`config.mk`:
```
export PLATFORM = sky130hd
export DESIGN_NAME = ysyx_220053_ifu
export DESIGN_NICKNAME = d
export VERILOG_FILES = /design/src/rtl/ysyx_220053_pkg.sv /design/src/rtl/ysyx_220053_ifu.sv
export SDC_FILE = /design/constraint.sdc
export NUM_CORES = 1
export LEC_CHECK = 0
export CAP_MARGIN = 30
export CORE_ASPECT_RATIO = 0.9
export CORE_MARGIN = 4
export CORE_UTILIZATION = 50
export CTS_BUF_LIST = sky130_fd_sc_hd__clkbuf_4 sky130_fd_sc_hd__clkbuf_8
export CTS_CLUSTER_SIZE = 25
export DETAILED_ROUTE_END_ITERATION = 8
export GPL_TIMING_DRIVEN = 0
export PLACE_DENSITY = 0.89
export SYNTH_ARGS = -nofsm -noshare
export SYNTH_HDL_FRONTEND = slang
export SYNTH_SLANG_ARGS = --single-unit
```
`constraint.sdc`:
```
create_clock -name clk -period 6 [get_ports clk]
set_input_delay 1.5 -clock clk [delete_from_list [all_inputs] [get_ports clk]]
set_output_delay 1.5 -clock clk [all_outputs]
set_load 0.03 [all_outputs]
```
`src/rtl/ysyx_220053_pkg.sv`:
```
// ysyx_220053_pkg: shared constants and FSM state type for the instruction fetch unit
package ysyx_220053_pkg;
    localparam int XLEN = 64;
    localparam logic [XLEN-1:0] RESET_PC_DEF = 64'h0000_0000_8000_0000;
    localparam logic [31:0] NOP = 32'h0000_0013;
    typedef enum logic [1:0] {S_REQ, S_WAIT, S_DROP, S_FULL} state_e;
endpackage

```
`src/rtl/ysyx_220053_ifu.sv`:
```
// ysyx_220053_ifu: single-outstanding instruction fetch unit with redirect and response drop
module ysyx_220053_ifu
    import ysyx_220053_pkg::*;
#(
    parameter logic [XLEN-1:0] RESET_PC = RESET_PC_DEF
) (
    input  logic            clk,
    input  logic            rst,
    output logic            imem_req_valid,
    output logic [XLEN-1:0] imem_req_addr,
    input  logic            imem_req_ready,
    input  logic            imem_resp_valid,
    input  logic [31:0]     imem_resp_data,
    input  logic            redirect_valid,
    input  logic [XLEN-1:0] redirect_pc,
    output logic [31:0]     instr_o,
    output logic [XLEN-1:0] pc_o,
    output logic            valid_o,
    input  logic            ready_i
);
    state_e          state_q, state_d;
    logic [XLEN-1:0] pc_q, pc_d, pco_q, pco_d;
    logic [31:0]     instr_q, instr_d;
    logic            hs;

    assign hs             = state_q == S_REQ && imem_req_ready;
    assign imem_req_valid = !rst && state_q == S_REQ;
    assign imem_req_addr  = pc_q;
    assign valid_o        = !rst && state_q == S_FULL;
    assign instr_o        = instr_q;
    assign pc_o           = pco_q;

    always_comb begin
        state_d = state_q;
        pc_d    = pc_q;
        instr_d = instr_q;
        pco_d   = pco_q;
        if (redirect_valid) begin
            pc_d    = redirect_pc & ~64'd3;
            state_d = state_q == S_REQ  ? (hs ? S_DROP : S_REQ) :
                      state_q == S_WAIT ? (imem_resp_valid ? S_REQ : S_DROP) :
                      state_q == S_DROP ? S_DROP : S_REQ;
        end else begin
            if (hs)
                state_d = S_WAIT;
            if (state_q == S_WAIT && imem_resp_valid) begin
                state_d = S_FULL;
                instr_d = imem_resp_data;
                pco_d   = pc_q;
            end
            if (state_q == S_DROP && imem_resp_valid)
                state_d = S_REQ;
            if (state_q == S_FULL && ready_i) begin
                state_d = S_REQ;
                pc_d    = pc_q + 64'd4;
            end
        end
    end

    always_ff @(posedge clk) begin
        if (rst) begin
            state_q <= S_REQ;
            pc_q    <= RESET_PC;
            instr_q <= NOP;
            pco_q   <= '0;
        end else begin
            state_q <= state_d;
            pc_q    <= pc_d;
            instr_q <= instr_d;
            pco_q   <= pco_d;
        end
    end
endmodule

```
# Yosys cells after proc, flatten, opt, wreduce, memory -nomap -nowiden
# Index checks and enable logic that the tools add are counted.
# W data, S select, Z words.
# word_totals
regBits	162
latch_bits	0
mem_bits_rw	0
romBits	0
inputBits	102
wordCells	34
n_memories	0
# op_classes
n_addsub	1
multipliers	0
n_div	0
magnitude_cmp	0
eq_ne	3
shifts	0
mux	12
bitwise	1
reduce_logical	12
# ops
op	n
$mux W64	2
$add A64 B3 Y64 const B	1
$mux W2	10
$logic_and A1 B1 Y1	6
$reduce_bool A5 Y1	1
$eq A2 B2 Y1 const B	2
$eq A2 B1 Y1 const B	1
$logic_not A2 Y1	1
$reduce_and A2 Y1	1
$reduce_bool A2 Y1	1
$reduce_or A2 Y1	1
$logic_not A1 Y1	1
$not A1 Y1	1

# Logic depth before layout (Yosys ltp)
# Gate-level depths: netlist of the first run.
# logic_depth
ltp_word	7
depth_mapped	8
mapped_depth_nobuf	6

# Worst setup path after synthesis of the first run
# OpenSTA, ideal clock, no wires.
# synth_timing
path_type	input port to output port
from	input rst
to	output imem_req_valid
arrival_time_ps	2714
slack_ps	1786
cell_stages	4
cell_sequence	clkbuf_1 > clkbuf_1 > buf_1 > nor3_1
# synth_via
elab_chain_len	2
# synth_rtl
element	line	rtl
start: declaration	ysyx_220053_ifu.sv:8	input logic rst,
$logic_not A1 Y1	ysyx_220053_ifu.sv:27	assign imem_req_valid = !rst && state_q == S_REQ;
$logic_and A1 B1 Y1	ysyx_220053_ifu.sv:27	
end: declaration	ysyx_220053_ifu.sv:9	output logic imem_req_valid,
# No other way between the ends.

# Worst setup path after layout of the first run
# Same ends and word-level chain as after synthesis.

==> results.md, run 1 <==
* Setup TNS at 0 ns
* R2r endpoint: imem_req_addr[59]$_SDFFE_PP0P_
* Simple-Gate Fraction of Synth Area at just under 30%
* Vias at slightly above 8000
* Total Wirelength at around 26 mm
* Critical path cell sequence: clkbuf_1 > clkbuf_1 > buf_1 > nor3_1 > clkdlybuf4s50_1
* Setup Fix Bufs, Post-CTS at 0
* Placeable core area at 0.01406 mm²
* P per Cell Area at 224.5 mW/mm²
* Most common cell in the synthesized netlist: nand2_1
* Seq/Total Area, Yosys at around 44%
* CTS root buf: clkbuf_8
* TritonCTS buffer count at 17
* Largest net degree at the start of global routing at 17
* Crit end category: primary output
* Multiplexer share of the synthesized area at about 1.1%
* Initial Util at between 50% and 60%
* Clock Tree Buf Depth at 2
* Number of global-route vias before repair at 7765
* Critical path endpoint: imem_req_valid
* Cts repair resizes at 0
* Compound-gate portion of the synthesized area at 15.41%
* Main combinational cell family by area after synthesis: simple AND/OR/NAND/NOR gates
* Fmax at about 200 MHz
* # IOs at approximately 260
* Die area at ~0.016 mm²
* Yosys top cell area share at 44.02%
* Iter 0 DRT Violations at between 800 and 900
* Yosys warns at 0
* Final GP Congestion at 0.9134
* Relative slew slack at between 20 and 30%
* Gr ovfl total at 0
* Critical-path maximum fanout at 10
* Worst setup path start: rst
* GRT Overall Usage at 31.41%
* CP Data Arrival Time at around 3.4 ns
* Clock Skews at about 0.013 ns
* ANT nets after route at 0
* DRC at 0
* Setup CP Type: input pin to primary output
* Total Power at ~0.0023 W
* TritonCTS clock tree: built
* Final setup fails at 0
* Reg-to-Reg Start: state_q[0]$_SDFFE_PP0P_
* FF+latch count, synth at between 150 and 200
* Final HPWL from detailed placement at about 19 mm
* DR WL/cell at 18.35 µm
* Initial antenna violation count at 0
* RSZ-0062 raised after global routing: no
* Worst-skew pair later-pin latency at 0.47 ns
* Fraction of layout cells with a size suffix above 1 at under 10%
* Syn-to-layout area delta at 44.89%
* Mapped Area at 0.007186 mm²
* Sink Count at approximately 160
* Drt pass-1 iters at 6
* Register-to-register setup slack at roughly 2.8 ns
* Outcome: finished clean
* Max-slew violations at 0
* Register area at 0.003163 mm²
* ANT cells at 0
* Yosys cell types at 52
* Slew @ Worst Pin at 1.044 ns
* Final Worst Setup Slack at about 1.1 ns
* Width of the chip at around 130 µm
* Cells after Synth at between 900 and 1000
* Top FF cell, synth: dfxtp_1
* FILL cells at roughly 1100
* Post-Synth Adder-Cell Area at less than 1%
* Htree depth at 4
* Clock-pin slew on the worst setup and hold paths at 0.07 ns
* Delay of the slowest cell on the worst path at around 0.64 ns
* Number of synthesized flops with an enable pin at 0
* Final hold violation count at 0
* CP max-delay cell: clkdlybuf4s50_1
* Syn avg cell area at 7.726 µm²
* DR vias/cell at 5.735
* # rows at just over 40
* Post-synth ARST share at 0%
* CP most frequent cell: clkbuf_1
* FF-to-FF path depth at 8
* Pre-CTS WS at ~1.1 ns
* Worst IR Drop VDD at roughly 0.17 mV
* Max Cap Viol at 0
* IO buf count at ~260
* Final period util at approximately 80%
* Worst Setup Start Kind: input pin
* Post-Synth XOR/XNOR Area at under 10%
* Worst min path class: flip-flop to flip-flop
* Largest area contributor in the netlist: dfxtp_1
* NumNets Final at around 1300
* Multi-input logic area at roughly 0.0036 mm²
* Commonest cells in the netlist: 225 x nand2_1, 158 x dfxtp_1, 97 x a21oi_1, 60 x clkbuf_1, 59 x nor2_1
* Top cells by area, synth: dfxtp_1 44%, nand2_1 12%, a21oi_1 6.8%
* First-pass GRT wire length at between 40 and 50 mm
* Pleak at 3.432 nW
* Crit path time final at between 4 and 5 ns
* DIE HEIGHT at about 120 µm
* CTS Hold Buffers Added at 0
* WP data required at ~4.5 ns
critical path: cells and delay by family:
kind | cells | cell delay (ns)
and+or+nand+nor | 1 | 0.10
buffers and inverters | 4 | 1.81
state kept, by name, indices dropped and copies added (netlist names):
register	count
state_q	2
pc_o	62
instr_o	32
imem_req_addr	62
through the flow:
step	std cells	hold slack (ns)	area [µm²]	utilization [%]
2_1_floorplan	933	0.5838	7197	-
3_3_place_gp	1382	0.4412	10000	71.15
3_5_place_dp	1382	0.4453	10000	71.15
4_1_cts	1413	0.4561	10410	74.07
5_1_grt	1413	0.4719	10410	74.07
6_report	1413	0.4539	10410	74.07
cell usage in the layout (no fill, tap or decap), types with 3 or more instances in the layout:
cell,n
and3_1,12
and4_1,9
nor4_1,28
buf_6,3
nand2_1,225
or3_1,13
conb_1,4
dfxtp_1,158
clkdlybuf4s50_1,256
inv_1,15
clkbuf_1,60
o31ai_1,6
nand3_1,33
xnor2_1,25
o211ai_1,5
nor2_1,59
xor2_1,8
a21o_1,4
mux2i_1,8
a311oi_1,14
and2_1,3
clkinvlp_4,3
nor3_1,22
a211oi_1,24
clkinv_2,4
nand4_1,23
buf_1,11
a21oi_1,97
buf_4,5
nand2b_1,3
clkbuf_8,19
or4_1,10
bufinv_16,3
o21ai_0,13
routing by layer:
layer | GRT usage [%] | share of wire, % | vias to the layer above | wire [µm]
met1 | 38.73 | 39 | 3787 | 10000
met4 | 13.99 | 3.8 | 0 | 988
met2 | 51.29 | 47 | 443 | 12080
li1 | - | - | 3801 | -
met3 | 9.125 | 11 | 72 | 2849
met5 | 0 | 0 | - | 0
cell families after synthesis:
kind of cell / Yosys count
AND/OR/NAND/NOR: 455
XOR/XNOR: 33
flip-flops: 158
other: 1
AO/OA/AOI/OAI: 179
multiplexers: 8
adder cells (fa/ha/maj): 1
buffers and inverters: 95
cell type report:
class                      count  area share (%)
clock buffer                  20           2.584
inverter                      16          0.5769
multi-input combinational    680           34.92
clock inverter                11           1.358
timing repair buffer         256           24.61
tap                          193           2.319
sequential                   158           30.38
buffer                        79           3.245
how the worst min path moves through the flow:
stage,start,endpoint,cells past startpoint
6_report,pc_o[20]$_SDFFE_PP0P_,pc_o[20]$_SDFFE_PP0P_,2
5_1_grt,pc_o[18]$_SDFFE_PP0P_,pc_o[18]$_SDFFE_PP0P_,2
4_1_cts,pc_o[20]$_SDFFE_PP0P_,pc_o[20]$_SDFFE_PP0P_,2
3_5_place_dp,pc_o[56]$_SDFFE_PP0P_,pc_o[56]$_SDFFE_PP0P_,2
3_3_place_gp,instr_o[7]$_SDFFE_PP0P_,instr_o[7]$_SDFFE_PP0P_,2
2_1_floorplan,instr_o[31]$_SDFFE_PP0P_,instr_o[31]$_SDFFE_PP0P_,2
report_power, final:
group          internal (W)  switching, W  leakage, nW
clock              0.000433      0.000402        0.204
combinational      0.000165      0.000200         1.94
sequential          0.00108     0.0000531         1.29
No activity file was read; power rests on OpenSTA's default activity.
==> inputs of run 2 (changes only) <==
CORE_UTILIZATION = 46   (was 50)
PLACE_DENSITY = 0.82   (was 0.89)
clock period = 4.75 ns   (was 6 ns; I/O delays follow)
==> run 2 against run 1 <==
First-iteration DRC count shrank 2.2%. Cell count grew 0.64%. Global-route usage shrank 2.8 points. Clock skew is essentially flat. Largest cell class unchanged. Setup slack lost 0.61 ns. Sequential power grew 26%. Power grew 24%. Clock-buffer cell count grew 3. Sequential share of layout area is essentially flat. Critical endpoint unchanged. Highest routed layer unchanged. Via count shrank 0.62%. Register-to-register slack lost 1.1 ns.
==> results.md, run 2 (same netlist as run 1, synthesis figures left out) <==
* Outcome: finished clean
* ANT cells at 0
* Most common library cell in the layout ignoring fill and taps: clkdlybuf4s50_1
* Max Cap Viol at 0
* Crit path time final at 4.277 ns
* Number of global-route vias before repair at roughly 7700
* Met2 Resource Use GR at between 40% and 50%
* GRT Overall Usage at roughly 29%
* Final instance area at 0.01040 mm²
* NumNets Final at ~1300
* # IOs at 264
* Die area at 0.01769 mm²
* Critical-path maximum fanout at 10
* First-pass GRT wire length at about 40 mm
* Setup Fix Bufs, Post-CTS at 0
* Worst Setup Start Kind: input pin
* Iter 0 DRT Violations at 803
* Fraction of layout cells with a size suffix above 1 at under 10%
* Setup CP Type: input pin to primary output
* Worst IR Drop VDD at roughly 0.22 mV
* Final HPWL from detailed placement at 19.37 mm
* Final GP Congestion at between 0.9 and 1
* Vias at about 8000
* CTS Hold Buffers Added at 0
* Width of the chip at approximately 140 µm
* DR WL/cell at between 15 and 20 µm
* Htree depth at 4
* Worst-skew pair later-pin latency at 0.47 ns
* Placed Area at approximately 0.01 mm²
* Worst min path class: flip-flop to flip-flop
* IO buf count at around 260
* RSZ-0062 raised after global routing: no
* Clock Tree Buf Depth at 2
* # rows at between 40 and 50
* TritonCTS clock tree: built
* Final hold violation count at 0
* WP data required at between 3 and 4 ns
* Relative slew slack at a little over two fifths
* Pre-CTS WS at ~0.47 ns
* Final period util at about nine tenths
* Clock Skews at 0.01299 ns
* Slew @ Worst Pin at approximately 0.86 ns
* CTS root buf: clkbuf_8
* Initial antenna violation count at 0
* Sink Count at around 160
* Initial Util at 46.70%
* Max-slew violations at 0
* Total Wirelength at between 20 and 30 mm
* P per Cell Area at 278.7 mW/mm²
* Placeable core area at 0.01539 mm²
* Crit end category: primary output
* DR vias/cell at about 5.7
* ANT nets after route at 0
* Fmax at approximately 230 MHz
* DIE HEIGHT at between 100 and 150 µm
* Drt pass-1 iters at 5
* Met3 Usage GRT at 9.951%
* Final setup fails at 0
* CP Data Arrival Time at ~3.1 ns
* Most frequent cells in the layout: 256 x clkdlybuf4s50_1, 225 x nand2_1, 158 x dfxtp_1, 97 x a21oi_1, 60 x clkbuf_1
* Syn-to-layout area delta at 44.70%
* Largest net degree at the start of global routing at 17
* Gr ovfl total at 0
* Setup TNS at 0 ns
* Clock-pin slew on the worst setup and hold paths at approximately 0.080 ns
* DRC at 0
* Final Worst Setup Slack at about 0.47 ns
* Cts repair resizes at 0
* Pleak at between 3 and 4 nW
* GR peak layer: met2
* Met1 Resource Use GR at 35.17%
* TritonCTS buffer count at 17
## run 2: changes by cell type in the layout (fill, tap and decap cells not counted)
cell        before  now
buf_2            0    1
bufinv_16        3    2
clkinvlp_4       3    0
clkbuf_4         1    4
## run 2: cell type report
type	instances	area [µm²]
multi-input cells	680	3636
well taps	202	252.7
clock inverters	7	88.84
flip-flops and latches	158	3163
inverters	16	60.06
clock buffers	23	291.5
plain buffers	79	337.8
repair buffers	257	2567
fillers	1350	4990
## run 2: power breakdown
group          internal [W]  leakage (nW)  switching [W]
clock network      0.000509         0.203       0.000492
logic              0.000209          1.94       0.000251
registers           0.00137          1.29      0.0000679
total               0.00209          3.44       0.000811
## run 2: path summary, 6_finish.rpt
check,start,to,cells past startpoint,slack [ns]
setup reg to reg,imem_req_addr[2]$_SDFFE_PP0P_,imem_req_addr[56]$_SDFFE_PP0P_,8,1.72
hold / removal,pc_o[6]$_SDFFE_PP0P_,pc_o[6]$_SDFFE_PP0P_,2,0.46
hold reg to reg,pc_o[6]$_SDFFE_PP0P_,pc_o[6]$_SDFFE_PP0P_,2,0.46
setup / recovery,rst,imem_req_valid,5,0.47
## run 2: critical path, stage by stage
cell	delay, ns
clkbuf_1	0.24
clkbuf_1	0.45
buf_1	0.47
nor3_1	0.09
clkdlybuf4s50_1	0.64
## run 2: routing by layer
| layer | part of all wire (%) | vias up |
|---|---|---|
| met5 | 0 | - |
| met4 | 2.8 | 0 |
| met3 | 10 | 60 |
| met2 | 46 | 405 |
| met1 | 41 | 3794 |
| li1 | - | 3794 |
## run 2: through the flow
step	utilization, %	hold slack, ns	power (W)	std cells
after global placement	65.07	0.4400	0.001914	1391
final	67.57	0.4556	0.002898	1422
after CTS	67.54	0.4563	0.002903	1421
after detailed placement	65.07	0.4462	0.001921	1391
after global routing	67.57	0.4692	0.002995	1422
after floorplan	-	0.5838	0.001681	933
==> inputs of run 3 (changes only) <==
CORE_UTILIZATION = 45   (was 46)
CTS_BUF_LIST = sky130_fd_sc_hd__clkbuf_4 sky130_fd_sc_hd__clkbuf_8 sky130_fd_sc_hd__clkbuf_16   (was sky130_fd_sc_hd__clkbuf_4 sky130_fd_sc_hd__clkbuf_8)
PLACE_DENSITY = 0.81   (was 0.82)
==> run 3 against run 2 <==
Design area rose by 2.1%. Non-clock buffer count unchanged. Via count decreased by 1.2%. Critical path type unchanged. Worst hold slack worse by 0.0029 ns. Global-route usage decreased by 0.55 points. Power rose by 14%. Sequential share of layout area down 0.63 points. Clock power up 41%. Register-to-register slack lost 0.04 ns. Highest routed layer is now met5. Wire length is 0.80% lower. Critical path depth stayed put. Clock-buffer cell count decreased by 3.
==> results.md, run 3 (same netlist as run 1, synthesis figures left out) <==
* Sink Count at roughly 160
* Gr ovfl total at 0
* P_int at around 0.0024 W
* R2r endpoint: imem_req_addr[56]$_SDFFE_PP0P_
* Met3 Usage GRT at between 9 and 10%
* CTS Hold Buffers Added at 0
* Initial antenna violation count at 2
* Final instance area at 0.01062 mm²
* Cell family with most CP delay: buffers and inverters
* GR peak layer: met2
* Relative slew slack at a little over two fifths
* Fmax at 230.6 MHz
* Clock network fraction of total power at 42.5%
* Final setup fails at 0
* Clock-pin slew on the worst setup and hold paths at roughly 0.06 ns
* DRC at 0
* Worst IR Drop VDD at roughly 0.28 mV
* Reg-to-Reg Start: imem_req_addr[2]$_SDFFE_PP0P_
* Sw frac at around a quarter
* Width of the chip at between 100 and 150 µm
* Most common library cell in the layout ignoring fill and taps: clkdlybuf4s50_1
* Number of global-route vias before repair at 7480
* DR vias/cell at about 5.6
* Largest net degree at the start of global routing at 17
* Worst hold path cell count at 2
* Setup Fix Bufs, Post-CTS at 0
* Vias at approximately 8000
* Critical path cell sequence: clkbuf_1 > clkbuf_1 > buf_1 > nor3_1 > clkdlybuf4s50_1
* ANT nets after route at 0
* Delay of the slowest cell on the worst path at approximately 0.65 ns
* Logic pwr share at 13.9%
* DIE HEIGHT at about 130 µm
* Worst Setup Start Kind: input pin
* Setup CP Type: input pin to primary output
* # rows at 43
* Final GP Congestion at ~0.91
* Max Cap Viol at 0
* Met1 Resource Use GR at a little over a third
* Sw Pwr at a little under 0.0009 W
* Crit path time final at around 4.3 ns
* WP data required at 3.56 ns
* Slew @ Worst Pin at ~0.84 ns
* CP max-delay cell: clkdlybuf4s50_1
* NumNets Final at between 1000 and 1500
* Iter 0 DRT Violations at roughly 580
* Syn-to-layout area delta at 47.78%
* Layout Utilization at 68.29%
* CP Data Arrival Time at ~3.2 ns
* CP Buf/Inv Count at 4
* Clock Tree Buf Depth at 2
* Placed Area at 0.01001 mm²
* GRT Overall Usage at about 28%
* Worst min path class: flip-flop to flip-flop
* CTS root buf: clkbuf_16
* Critical-path maximum fanout at 10
* Hold Path Sink: pc_o[8]$_SDFFE_PP0P_
* Crit end category: primary output
* Fraction of layout cells with a size suffix above 1 at 3.767%
* FF-to-FF path depth at 8
* TritonCTS buffer count at 17
* Outcome: finished clean
* Hold Crit Start: pc_o[8]$_SDFFE_PP0P_
* TritonCTS clock tree: built
* # IOs at approximately 260
* Htree depth at 4
* Total Wirelength at 25.95 mm
* Total Power at about 0.0033 W
* Final period util at between 90% and 100%
* Flop pwr share at between 40% and 50%
* Final hold violation count at 0
* Placeable core area at ~0.016 mm²
* Clock Skews at 0.01061 ns
* Met2 Resource Use GR at approximately 45%
* DR WL/cell at 18.24 µm
* Die area at 0.01806 mm²
* Pleak at between 3 and 4 nW
* IO buf count at 256
* Drt pass-1 iters at 5
* Worst-skew pair later-pin latency at roughly 0.43 ns
* CP most frequent cell: clkbuf_1
* ANT cells at 0
* Initial Util at roughly 46%
* RSZ-0062 raised after global routing: no
* P per Cell Area at 311.2 mW/mm²
* Cts repair resizes at 0
* First-pass GRT wire length at 40.23 mm
* Register-to-register setup slack at 1.68 ns
* Max-slew violations at 0
* Setup TNS at 0 ns
* Worst hold slack at ~0.45 ns
* Final HPWL from detailed placement at approximately 19 mm
* Most frequent cells in the layout: 256 x clkdlybuf4s50_1, 225 x nand2_1, 158 x dfxtp_1, 97 x a21oi_1, 60 x clkbuf_1
## run 3: cell type report
| type | count | area (µm²) |
|---|---|---|
| Clock buffer | 20 | 460.4 |
| Multi-Input combinational cell | 680 | 3636 |
| Timing Repair Buffer | 257 | 2567 |
| Sequential cell | 158 | 3163 |
| Tap cell | 202 | 252.7 |
| Clock inverter | 11 | 141.4 |
| Buffer | 79 | 337.8 |
| Fill cell | 1321 | 4930 |
| Inverter | 16 | 60.06 |
## run 3: power groups by stage
stage                     clock network (W)  registers, W  logic, W
after floorplan                           0       0.00153  0.000147
after global placement                    0       0.00147  0.000450
after detailed placement                  0       0.00147  0.000455
after CTS                           0.00142       0.00144  0.000458
after global routing                0.00148       0.00145  0.000489
final                               0.00141       0.00144  0.000460
## run 3: worst min-delay path, stage by stage, from the launching register on
cell and delay [ns]:
dfxtp_1 0.30, nand2_1 0.05, a21oi_1 0.05
## run 3: worst max path at each step
stage,end,start,depth (start not counted)
after global routing,imem_req_valid,rst,5
final,imem_req_valid,rst,5
after floorplan,imem_req_valid,rst,4
after CTS,imem_req_valid,rst,5
after global placement,imem_req_valid,rst,5
after detailed placement,imem_req_valid,rst,5
## run 3: per-layer routing
| layer | routed length (µm) | vias to the layer above | part of all wire (%) |
|---|---|---|---|
| met1 | 10310 | 3705 | 40 |
| met4 | 680 | 4 | 2.6 |
| met2 | 12110 | 373 | 47 |
| met5 | 25 | - | 0.096 |
| met3 | 2828 | 69 | 11 |
| li1 | - | 3808 | - |
## run 3: metrics by stage
step / instances / setup slack [ns]
floorplan: 933 / 1.161
global placement: 1391 / 0.4557
detailed placement: 1391 / 0.4329
CTS: 1422 / 0.4218
global route: 1423 / 0.2792
finish: 1423 / 0.4132
